[src/rtl/config_readback_tx.sv]
// Streams a snapshot of the imaging configuration as a byte frame over a valid/ready link.
// Define CONFIG_READBACK_CHECKSUM_EN to append a mod-256 checksum of bytes 1-22.
module config_readback_tx (
  input  logic         clk,
  input  logic         rst,
  input  logic         start,
  input  logic [7:0]   channel_select,
  input  logic [4:0]   aline_select,
  input  logic [31:0]  pulse_shape,
  input  logic [127:0] delays,
  output logic [7:0]   tx_data,
  output logic         tx_valid,
  input  logic         tx_ready,
  output logic         busy,
  output logic         done
);

  typedef enum logic [1:0] {IDLE, SEND, DONE} state_t;

`ifdef CONFIG_READBACK_CHECKSUM_EN
  localparam logic [4:0] LAST_IDX = 5'd23;
`else
  localparam logic [4:0] LAST_IDX = 5'd22;
`endif
  localparam logic [7:0] HEADER = 8'hA5;

  state_t         r_state;
  logic [4:0]     r_idx;
  logic [175:0]   r_payload;
  logic [7:0]     r_tx_data;
  logic           r_tx_valid;
  logic           r_busy;
  logic           r_done;
`ifdef CONFIG_READBACK_CHECKSUM_EN
  logic [7:0]     r_csum;
`endif

  logic [127:0]   w_delays_msb;
  logic [175:0]   w_payload;
  logic           w_accept;

  // Channel 0 goes first on the wire, so it is moved to the top of the shift image.
  always_comb begin
    w_delays_msb = '0;
    for (int c = 0; c < 8; c++) begin
      w_delays_msb[127 - 16*c -: 16] = delays[16*c +: 16];
    end
  end

  assign w_payload = {channel_select, 3'b000, aline_select, pulse_shape, w_delays_msb};
  assign w_accept  = r_tx_valid & tx_ready;

  always_ff @(posedge clk) begin
    if (rst) begin
      r_state    <= IDLE;
      r_idx      <= '0;
      r_payload  <= '0;
      r_tx_data  <= '0;
      r_tx_valid <= 1'b0;
      r_busy     <= 1'b0;
      r_done     <= 1'b0;
`ifdef CONFIG_READBACK_CHECKSUM_EN
      r_csum     <= '0;
`endif
    end else begin
      case (r_state)
        IDLE: begin
          r_done <= 1'b0;
          if (start) begin
            r_payload  <= w_payload;
            r_idx      <= '0;
            r_tx_data  <= HEADER;
            r_tx_valid <= 1'b1;
            r_busy     <= 1'b1;
            r_state    <= SEND;
`ifdef CONFIG_READBACK_CHECKSUM_EN
            r_csum     <= '0;
`endif
          end
        end
        SEND: begin
          if (w_accept) begin
            r_idx <= r_idx + 5'd1;
            if (r_idx == LAST_IDX) begin
              r_tx_valid <= 1'b0;
              r_busy     <= 1'b0;
              r_done     <= 1'b1;
              r_state    <= DONE;
            end else begin
              r_payload <= {r_payload[167:0], 8'h00};
`ifdef CONFIG_READBACK_CHECKSUM_EN
              if (r_idx != 5'd0) r_csum <= r_csum + r_tx_data;
              // Byte 22 is being accepted: fold it into the running sum for the trailer.
              if (r_idx == 5'd22) r_tx_data <= r_csum + r_tx_data;
              else                r_tx_data <= r_payload[175:168];
`else
              r_tx_data <= r_payload[175:168];
`endif
            end
          end
        end
        DONE: begin
          r_done  <= 1'b0;
          r_idx   <= '0;
          r_state <= IDLE;
        end
        default: begin
          r_state    <= IDLE;
          r_tx_valid <= 1'b0;
          r_busy     <= 1'b0;
          r_done     <= 1'b0;
        end
      endcase
    end
  end

  assign tx_data  = r_tx_data;
  assign tx_valid = r_tx_valid;
  assign busy     = r_busy;
  assign done     = r_done;

endmodule

[config.mk]
export PLATFORM = sky130hd
export DESIGN_NAME = config_readback_tx
export DESIGN_NICKNAME = d
export VERILOG_FILES = /design/src/rtl/config_readback_tx.sv
export SDC_FILE = /design/constraint.sdc
export NUM_CORES = 1
export LEC_CHECK = 0
export CORE_MARGIN = 2
export CORE_UTILIZATION = 53
export DETAILED_ROUTE_END_ITERATION = 10
export PLACE_DENSITY = 0.83
export SETUP_SLACK_MARGIN = 0.1
export SLEW_MARGIN = 30
export SYNTH_ARGS = -nofsm -noshare
export SYNTH_HDL_FRONTEND = slang
export SYNTH_SLANG_ARGS = --single-unit
[constraint.sdc]
create_clock -name clk -period 1.85 [get_ports clk]
set_input_delay 0.37 -clock clk [delete_from_list [all_inputs] [get_ports clk]]
set_output_delay 0.37 -clock clk [all_outputs]
set_load 0.1 [all_outputs]
== After elaboration in Yosys (flattened, before gate mapping) ==
Index checks and enable logic that the tools add are counted.
Storage, ports and cells
  word-level logic and storage cells: 45
  register bits: 193
  bits of input ports: 177
Cells by class
  reduce and logical (&&, ||, !) cells: 9
  muxes and demuxes: 19
  add/subtract/negate cells: 1
  bitwise gates (word level): 3
  eq/ne operators: 7
Operator list (number)
  176-bit two-way mux: 3
  176-bit one-hot mux with 2 select lines: 1
  8-bit two-way mux: 3
  8-bit one-hot mux with 2 select lines: 1
  5-bit one-hot mux with 3 select lines: 1
  5-bit two-way mux: 2
  2-bit != test (second input constant): 4
  4-bit AND reduction: 2
  2-bit two-way mux: 3
  3-bit AND reduction: 2
  5-bit by 1-bit adder with 5-bit output (second input constant): 1
  5-bit == test (second input constant): 1
  2-bit one-hot mux with 2 select lines: 1
  1-bit two-way mux: 3
  1-bit one-hot mux with 3 select lines: 1
  3-bit nonzero test: 1
  2-bit by 1-bit == test with 1-bit output (second input constant): 1
  2-bit == test (second input constant): 1
  2-bit logical NOT: 1
  1-bit inverter: 2
  2-bit AND reduction: 1
  2-bit nonzero test: 1
  2-bit OR reduction: 1
  1-bit bitwise AND: 1

== Logic depth before layout (Yosys ltp) ==
  word-level depth: 4
  depth in mapped cells: 8
  mapped depth without buffers: 5

== Least setup slack after synthesis ==
OpenSTA, ideal clock, no wires.
  path type: register to register
  from: register, netlist name busy
  to: register r_payload[100]
  stages on the path, launching flop included: 6
  path slack: -251 ps
  setup time: 146 ps
  period minus slack after synthesis: 2101 ps
  data arrival time: 1955 ps
  data required time: 1704 ps
  path buffers: 2
  path through: dfxtp_1 nand4b_2 o21ai_2 buf_6 buf_4 a211oi_2
RTL lines
  to (signal assigned): line 70  | r_payload <= w_payload;
  to (signal assigned): line 90  | r_payload <= {r_payload[167:0], 8'h00};
  to (decl): line 29  | logic [175:0] r_payload;

== Worst setup path in the final report ==
  from: register r_idx[0]
  to: register r_payload[133]
On the way
  word-level cells in the longest chain between the ends: 3
RTL lines
  from (decl): line 28  | logic [4:0] r_idx;
  from (signal assigned): line 83  | r_idx <= r_idx + 5'd1;
  5-bit == test: line 84  | if (r_idx == LAST_IDX) begin
  2-bit != test (no source line)
  4-bit AND reduction (no source line)
Every way passes these cells.
A chain may end at the register's enable or synchronous reset.

==> summary.md <==
| Metric | Value |
|---|---|
| HPWL Detailed | `~17000 microns` |
| FMAX | `roughly 570 MHz` |
| Syn Inst Count | `918` |
| Antenna-violating nets left | `0` |
| Register area | `3870 sq um` |
| CTS tree | `yes` |
| Mapped cell area | `10100 sq um` |
| Root Driver | `clkbuf_16` |
| Initial antenna violation count | `0` |
| Final Max Tran Viols | `0` |
| Clock transition at path regs | `0.07 ns` |
| Worst hold slack | `0.460 ns` |
| DRC viols | `0` |
| Vias per inst | `6.26` |
| Mean Syn Cell Area | `11.0 sq um` |
| H-tree levels | `4` |
| Die W | `142 microns` |
| Setup WS post-layout | `0.0908 ns` |
| Max Cap Viol | `0` |
| RSZ-0062 raised after global routing | `yes` |
| Final Instance Count excl. Fillers | `around 1300` |
| Final non-filler cell area | `13400 sq um` |
| DP Worst Slack | `-0.271 ns` |
| Share of cells above drive strength 1 | `24.5%` |
| # IOs | `188` |
| Startpoint types | `register` |
| Worst VDD drop | `0.689 mV` |
| Initial drt markers | `573` |
| CP arrival | `2.08 ns` |
| Post-synth cell types | `36` |
| Placed Area | `12500 sq um` |
| Multi-input gate area | `5480 sq um` |
| Async SR Flop Fraction | `0%` |
| Vias in the first global route | `8389` |
| First-pass GRT wire length | `43200 microns` |
| Final Util | `a little under three quarters` |
| Cell with the most instances after synthesis | `a211oi_1` |
| Vias after detailed routing | `8291` |
| Path type of the worst setup path | `register to register` |
| Dominant cell type by area after synthesis | `dfxtp_1` |
| Largest net degree at the start of global routing | `77` |
| Yosys warns | `0` |
| Worst-Skew Late Latency | `around 0.42 ns` |
| Post-synth EDFFs | `0` |
| Tot GR Track Use | `26.3%` |
| Area delta synth->final | `33.1%` |
| Sequential fraction of the synthesis area | `about 38%` |
| Leakage | `5.13 nW` |
| Hold/Removal Path Class | `primary input to register` |
| Synth cell count leaders | `a211oi_1, dfxtp_1, mux2i_1, a211oi_2, clkbuf_1` |
| CTS Sinks | `193` |
| Final Hold Viols | `0` |
| Fin crit share | `95.1%` |
| GPL Wtd Cong | `0.800` |
| Worst clock skew | `0.00892 ns` |
| Final Net Count | `1257` |
| Buffers on Ports | `187` |
| Reg2Reg Setup Slack | `between 0.09 and 0.1 ns` |
| Syn nets | `1097` |
| Number of core rows | `50` |
| Main synth FF type | `dfxtp_1` |
| Fillers | `about 1300` |
| # diodes | `0` |
| Synthesized flop and latch total | `slightly below 200` |
| CTS Hold Buffers Added | `0` |
| DRT Pass-1 Iters | `5` |
| Die area | `20100 sq um` |
| CTS max path bufs | `2` |
| Remaining Overflow, GRT | `0` |
| Starting density of the core | `between 50% and 60%` |
| Max-Slew Margin vs Limit | `~64%` |
| Power Dens Cells | `849 nW/um^2` |
| CP max FO | `17` |
| Worst setup EP type | `register` |
| Final WL | `26700 microns` |
| Synth area leaders | `dfxtp_1, mux2i_1, a211oi_1` |
| Setup TNS Final | `0 ns` |
| Power Total | `roughly 11 mW` |
| Routed wire length per instance | `about 20 microns` |
| Crit path time final | `1.76 ns` |
| Vert. Die Dim | `142 microns` |
| TritonCTS buffer count | `17` |
| Data required time of the worst path | `2.17 ns` |
| Worst-Margin Slew | `0.535 ns` |
| Post-synth top area share | `38.4%` |
| Area of the core | `18600 sq um` |
| Outcome | `completed` |
| Setup violators final | `0` |
| Total placed cells including tap cells | `1287` |
==> worst paths after layout <==
path                                      from              to  depth (start not counted)
worst max-delay path                  r_idx[0]  r_payload[133]                          8
worst min-delay path                       rst   r_payload[78]                          2
worst max register to register        r_idx[0]  r_payload[133]                          8
worst min register to register  r_payload[169]      tx_data[1]                          2
==> registers in the layout (all words and copies together), names as in the netlist <==
register and cells:
busy 1, done 1, r_idx 5, r_payload 176, r_state 2, tx_data 8
==> routing by layer <==
metal  track usage (%)  wire length (microns)  vias to the layer above
met3              5.20                   1280                       28
met5                 0                      0                        -
li1                  -                      -                     3950
met1              35.6                  12000                     4088
met4              7.26                    456                        0
met2              43.1                  13100                      225
==> repair_timing <==
item / in CTS / in global routing
gates resized for setup: 5 / 22
endpoints found under the hold margin: 0 / 0
setup endpoints to repair: 17 / 143
setup buffers: 2 / 3
pin swaps: 0 / 2
gates cloned: 0 / 1
==> cells in the final DEF, fill, tap and decap left out, types with 4 or more instances in the layout <==
cell and n:
a211oi_1 194, dfxtp_1 190, clkdlybuf4s50_1 175, mux2i_1 166
a211oi_2 137, buf_12 44, buf_4 40, a21oi_1 24
clkbuf_16 18, o211ai_1 16, nand3_1 14, nand2_1 12
bufinv_16 6, o22ai_1 4, buf_6 4
==> power breakdown <==
group / internal [mW] / switching (mW)
Sequential: 4.51 / 0.223
Clock: 2.62 / 1.63
Combinational: 1.25 / 1.14
Total: 8.38 / 2.99
==> critical path, stage by stage, from the launching register on <==
cell and delay [ns]:
dfxtp_1 0.33, inv_1 0.04, ha_1 0.22, nand4b_1 0.14
buf_4 0.17, buf_6 0.15, buf_8 0.19, a211oi_2 0.12
a211oi_1 0.30
==> area by class of cell <==
| cell class | instances | area share, % |
|---|---|---|
| multi-input cells | 597 | 40.9 |
| flip-flops and latches | 193 | 28.9 |
| repair buffers | 267 | 22.9 |
| clock buffers | 20 | 3.41 |
| well taps | 234 | 2.19 |
| clock inverters | 11 | 1.67 |
| inverters | 2 | 0.0561 |
==> logic make-up (layout without fill, tap and decap cells) <==
family	count (synthesis)	in the layout	share of synthesized area, %
AOI/OAI and AO/OA	382	382	33.8
adders and majority gates	2	2	0.249
buffers and inverters	128	300	8.19
DFF	193	193	38.4
muxes	166	166	16.5
and+or+nand+nor	47	47	2.81
Power figures use the tool's default switching activity.
